<file path="config.mk">
export PLATFORM = sky130hd
export DESIGN_NAME = onehot_decoder_seq
export DESIGN_NICKNAME = d
export VERILOG_FILES = /design/src/rtl/decoder_pkg.sv /design/src/rtl/scan_counter.sv /design/src/rtl/onehot_decoder_seq.sv
export SDC_FILE = /design/constraint.sdc
export NUM_CORES = 1
export LEC_CHECK = 0
export BUFFER_PORTS_ARGS = -buffer_cell sky130_fd_sc_hd__buf_2
export CORE_MARGIN = 4
export CORE_UTILIZATION = 33
export DETAILED_ROUTE_END_ITERATION = 8
export PLACE_DENSITY = 0.6
export SLEW_MARGIN = 20
export SYNTH_ARGS = -nofsm -noshare
export SYNTH_HDL_FRONTEND = slang
export SYNTH_HIERARCHICAL = 1
export SYNTH_SLANG_ARGS = --single-unit
</file>
<file path="constraint.sdc">
create_clock -name clk -period 1.55 [get_ports clk]
set_input_delay 0.31 -clock clk [delete_from_list [all_inputs] [get_ports clk]]
set_output_delay 0.31 -clock clk [all_outputs]
set_load 0.05 [all_outputs]
</file>
<file path="src/rtl/decoder_pkg.sv">
// Shared types and helpers for the registered one-hot decoder.
// The one-hot helper returns a vector of width MAX_OUT, which callers narrow to their own width.
package decoder_pkg;

   typedef enum logic [1:0] {
      IDLE = 2'd0,
      HOLD = 2'd1,
      SCAN = 2'd2
   } state_t;

   localparam logic MODE_DIRECT = 1'b0;
   localparam logic MODE_SCAN   = 1'b1;

   localparam int MAX_OUT   = 64;
   localparam int MAX_IDX_W = 6;

   // An index that is out of range gives an all-zero vector, so an invalid select can never light a line.
   function automatic logic [MAX_OUT-1:0] onehot(input int unsigned idx, input int unsigned n);
      logic [MAX_OUT-1:0] v;
      v = {MAX_OUT{1'b0}};
      if ((idx < n) && (idx < 32'(MAX_OUT))) begin
         v[idx[MAX_IDX_W-1:0]] = 1'b1;
      end else begin
         v = {MAX_OUT{1'b0}};
      end
      return v;
   endfunction

endpackage

</file>
<file path="src/rtl/scan_counter.sv">
// Walking-index generator for scan mode: holds each index for SCAN_DWELL cycles and wraps at N_OUT-1.
// While run is high, idx is the index that the decoder should show at the next clock edge.
module scan_counter
   import decoder_pkg::*;
#(
   parameter int N_OUT      = 4,
   parameter int SCAN_DWELL = 1
)
(
   input  logic                     clk,
   input  logic                     rst,
   input  logic                     clr,
   input  logic                     run,
   output logic [$clog2(N_OUT)-1:0] idx
);

   localparam int IDX_W = $clog2(N_OUT);
   localparam int DW_W  = (SCAN_DWELL > 1) ? $clog2(SCAN_DWELL) : 1;

   logic [IDX_W-1:0] r_idx;
   logic [DW_W-1:0]  r_dwell;

   // Dwell counter and wrapping index.
   always_ff @(posedge clk or posedge rst) begin
      if (rst) begin
         r_idx   <= {IDX_W{1'b0}};
         r_dwell <= {DW_W{1'b0}};
      end else if (clr) begin
         r_idx   <= {IDX_W{1'b0}};
         r_dwell <= {DW_W{1'b0}};
      end else if (run) begin
         if (r_dwell == DW_W'(SCAN_DWELL - 1)) begin
            r_dwell <= {DW_W{1'b0}};
            if (r_idx == IDX_W'(N_OUT - 1)) begin
               r_idx <= {IDX_W{1'b0}};
            end else begin
               r_idx <= r_idx + {{(IDX_W-1){1'b0}}, 1'b1};
            end
         end else begin
            r_dwell <= r_dwell + {{(DW_W-1){1'b0}}, 1'b1};
         end
      end else begin
         r_idx   <= r_idx;
         r_dwell <= r_dwell;
      end
   end

   assign idx = r_idx;

endmodule

</file>
<file path="src/rtl/onehot_decoder_seq.sv">
// Registered binary-to-one-hot decoder with enable, valid/ready input and autonomous scan mode.
// Every output bit comes from a flop, so chip-select lines never glitch.
module onehot_decoder_seq
   import decoder_pkg::*;
#(
   parameter int SEL_W      = 2,
   parameter int N_OUT      = 4,
   parameter int PULSE      = 0,
   parameter int SCAN_DWELL = 1
)
(
   input  logic             clk,
   input  logic             rst,
   input  logic             en,
   input  logic             mode,
   input  logic             in_valid,
   output logic             in_ready,
   input  logic [SEL_W-1:0] sel,
   output logic [N_OUT-1:0] out,
   output logic             out_valid,
   output logic             err
);

   localparam int IDX_W = $clog2(N_OUT);

   state_t           r_state;
   logic [N_OUT-1:0] r_out;
   logic             r_out_valid;
   logic             r_err;

   logic             w_scan_run;
   logic             w_scan_clr;
   logic             w_transfer;
   logic             w_sel_ok;
   logic [IDX_W-1:0] w_idx;

   assign w_scan_run = en & (mode == MODE_SCAN);
   assign w_scan_clr = ~w_scan_run;
   assign in_ready   = en & (mode == MODE_DIRECT) & ~rst;
   assign w_transfer = in_valid & in_ready;
   assign w_sel_ok   = (32'(sel) < 32'(N_OUT));

   scan_counter #(
      .N_OUT      (N_OUT),
      .SCAN_DWELL (SCAN_DWELL)
   ) u_scan_counter (
      .clk (clk),
      .rst (rst),
      .clr (w_scan_clr),
      .run (w_scan_run),
      .idx (w_idx)
   );

   // Decoder FSM with registered out/out_valid/err; priority is rst, en, scan, then transfer.
   always_ff @(posedge clk or posedge rst) begin
      if (rst) begin
         r_state     <= IDLE;
         r_out       <= {N_OUT{1'b0}};
         r_out_valid <= 1'b0;
         r_err       <= 1'b0;
      end else if (!en) begin
         r_state     <= IDLE;
         r_out       <= {N_OUT{1'b0}};
         r_out_valid <= 1'b0;
         r_err       <= 1'b0;
      end else if (mode == MODE_SCAN) begin
         r_state     <= SCAN;
         r_out       <= N_OUT'(onehot(32'(w_idx), 32'(N_OUT)));
         r_out_valid <= 1'b1;
         r_err       <= 1'b0;
      end else if (w_transfer) begin
         if (w_sel_ok) begin
            r_out       <= N_OUT'(onehot(32'(sel), 32'(N_OUT)));
            r_out_valid <= 1'b1;
            r_err       <= 1'b0;
            r_state     <= (PULSE != 0) ? IDLE : HOLD;
         end else begin
            r_out       <= {N_OUT{1'b0}};
            r_out_valid <= 1'b0;
            r_err       <= 1'b1;
            r_state     <= IDLE;
         end
      end else begin
         r_err <= 1'b0;
         // IDLE also retires a single-cycle pulse; leaving SCAN drops the walking bit.
         case (r_state)
            HOLD: begin
               r_state     <= HOLD;
               r_out       <= r_out;
               r_out_valid <= r_out_valid;
            end
            IDLE, SCAN: begin
               r_state     <= IDLE;
               r_out       <= {N_OUT{1'b0}};
               r_out_valid <= 1'b0;
            end
            default: begin
               r_state     <= IDLE;
               r_out       <= {N_OUT{1'b0}};
               r_out_valid <= 1'b0;
            end
         endcase
      end
   end

   assign out       = r_out;
   assign out_valid = r_out_valid;
   assign err       = r_err;

endmodule

</file>
==> reports/qor.txt <==
====================================================================================
Clock latency of the later-clocked register in the worst-skew pair           0.26 ns
Total Die Area                                                              2160 um2
Drt first pass iters                                                               4
Crit path required time                                                      1.75 ns
Power dissipated by switching net loads                                   0.000135 W
Initial cell density of the core                                               0.361
Final clock skew                                                          0.00453 ns
Maximum level of the CTS H-tree                                                    1
Number of synthesized flops with an enable pin                                     0
Area growth from synthesis to layout                                           25.1%
Number of I/O port buffers                                                        12
Library cell occupying the most area in the post-synthesis netlist           dfrtp_1
Worst ir drop on vdd                                                      0.000604 V
Antenna viol nets, final                                                           0
Number of global-route vias before repair                                        383
Relative contribution of combinational cells to total power                    0.163
Top-Level Pins                                                                    14
Most frequently used flop master after synthesis                             dfrtp_1
Number of max-capacitance violations reported                                      0
Global-route wire length before repair                                       1.63 mm
Total clock buffers created by CTS                                                 3
Type of the most critical hold path                                     input pin to asynchronous set/reset pin
Remaining design rule violation count                                              0
Cell internal power dissipation                                           0.000369 W
Worst setup timing slack at the placement stage                             0.121 ns
Status                                                                     completed
Number of hold violations in the final report                                      0
Setup_tns                                                                       0 ns
Share of Yosys cell area claimed by the top area cell type                     0.462
Fraction of final layout cells sized beyond drive strength 1                   0.385
GPL Wtd Cong                                                                   0.689
CP Data Arrival Time                                                         1.54 ns
Max FO, Critical Path                                                              2
Clock-pin transition on the worst setup and hold timing paths                0.06 ns
Hpwl dp                                                                       755 um
Startpoint Class                                                            register
Share of total power in sequential cells                                       0.488
Crit path setup slack, layout                                               0.215 ns
Antenna diodes                                                                     0
Clock sink count                                                                   9
Share of the cycle needed by the critical path after routing                   0.862
Final setup fails                                                                  0
Std-Cell Rows                                                                     13
Proportion of synthesized flip-flops having asynchronous set or reset           1.00
Total global-route track usage                                                 0.112
Leakage power of the design                                                 0.321 nW
Post-synthesis area per instance                                            10.4 um2
Total power per unit cell area                                            826 nW/um2
Cell Area, Synth                                                             488 um2
Floorplan die height                                                         46.5 um
Flops & latches, synth                                                             9
X dimension of the die                                                       46.5 um
Timing-limited maximum frequency                                           0.749 GHz
Maximum number of pins on one net before global-route repair                       8
Number of warnings issued by yosys                                                 6
Count of pins over their slew limit                                                0
Fraction of power consumed by the clock network                                0.348
Unrepaired setup endpoints after global routing                                false
Final min period                                                             1.34 ns
Post-CTS Setup Inserts                                                             0
Worst hold-check slack                                                    0.00545 ns
Antenna violations before repair                                                   0
Vias                                                                             391
Cell count after synthesis                                                        47
Distinct cell type count after synthesis                                          21
Synth top cells by count                                                dfrtp_1, inv_1, nand2b_1, nor2_1
Maximum buffer depth of the clock tree                                             2
Synthesized netlist net count                                                     55
Via-to-Cell Ratio                                                               4.89
TritonCTS clock tree                                                             yes
Final net count                                                                   74
Type of the setup path with the least slack                             register to register
Routed wirelength normalized by instance count                               11.8 um
Clock root buffer master                                                    clkbuf_4
Type of destination of the critical path                                    register
Placeable core region                                                       1350 um2
Aggregate routed wire length                                                  946 um
Post-synthesis sequential area ratio                                           0.462
Largest cells by area after synthesis                                   dfrtp_1, inv_1, mux2_2
Fraction of power spent switching nets                                         0.268
GR Overflow Total                                                                  0
DRC violation total after the first TritonRoute iteration                          5
====================================================================================
flip-flops by register name (all words and copies together) (netlist names):
signal and flops:
r_state 2, out_valid 1, u_scan_counter/idx 2, out 4
per-layer routing:
metal,global-route usage,share of wire,vias up,wire (um)
li1,-,-,197,-
met1,0.130,0.47,182,441
met2,0.179,0.46,10,437
met3,0.0703,0.062,2,59
met4,0.0170,0.0085,0,8
met5,0,0,-,0
worst max-delay path: stages, from the launching register on:
cell and delay, ns:
dfrtp_1 0.37, or4bb_2 0.63, o41ai_1 0.08, mux2_2 0.21
logic make-up after synthesis:
group	synth area share
mux	0.0667
compound gates	0.113
other cells	0.00768
simple gates	0.241
fa+ha+maj	0.0256
flops	0.462
buf+inv	0.0846
what timing repair did:
| action | CTS | global route |
|---|---|---|
| hold buffers | 1 | 0 |
| gates resized for setup | 0 | 0 |
| endpoints found under the hold margin | 2 | 0 |
worst paths after layout:
| check | cells after the start | slack, ns | start | end |
|---|---|---|---|---|
| min reg2reg | 1 | 0.51 | out[0] | out[0] |
| max reg2reg | 3 | 0.21 | u_scan_counter/idx[0] | out[0] |
| min in group clk | 2 | 0.34 | en | out_valid |
| max | 3 | 0.21 | u_scan_counter/idx[0] | out[0] |
| max in group asynchronous | 3 | 0.97 | rst | u_scan_counter/idx[1] |
| min | 2 | 0.005 | rst | r_state[0] |
stage by stage:
stage	power [W]	instances	cell area (um2)	utilization
2_1_floorplan	0.000307	47	488	-
3_3_place_gp	0.000332	75	574	0.425
3_5_place_dp	0.000332	75	574	0.425
4_1_cts	0.000517	80	611	0.452
5_1_grt	0.000539	80	611	0.452
6_report	0.000504	80	611	0.452
layout make-up:
type	count	area [um2]
Clock buffer	4	26.3
Tap cell	15	18.8
Fill cell	138	739
Multi-Input combinational cell	28	221
Sequential cell	9	225
Timing Repair Buffer	15	85.1
Inverter	9	33.8
placed cells by master (no fill, tap or decap):
cell / synthesis / layout
a21oi_1: 2 / 2
and2b_1: 1 / 1
buf_2: 0 / 12
buf_4: 1 / 2
clkbuf_1: 0 / 1
clkbuf_4: 0 / 3
conb_1: 1 / 1
dfrtp_1: 9 / 9
dlygate4sd3_1: 0 / 1
ha_1: 1 / 1
inv_1: 9 / 9
mux2_2: 2 / 2
mux2i_1: 1 / 1
nand2_1: 2 / 2
nand2b_1: 3 / 3
nand2b_4: 1 / 1
nand4b_1: 1 / 1
nor2_1: 3 / 3
o221ai_1: 2 / 2
o31a_2: 1 / 1
o41ai_1: 2 / 2
or3_4: 1 / 1
or3b_1: 1 / 1
or4_2: 2 / 2
or4bb_2: 1 / 1
power groups by stage:
stage | registers, W | logic [W] | clock network [W]
after CTS | 0.000246 | 0.0000838 | 0.000187
after floorplan | 0.000267 | 0.0000404 | 0
after global placement | 0.000250 | 0.0000818 | 0
after global routing | 0.000247 | 0.0000911 | 0.000201
final | 0.000246 | 0.0000824 | 0.000176
after detailed placement | 0.000251 | 0.0000817 | 0
(Power assumes the default switching activity.)
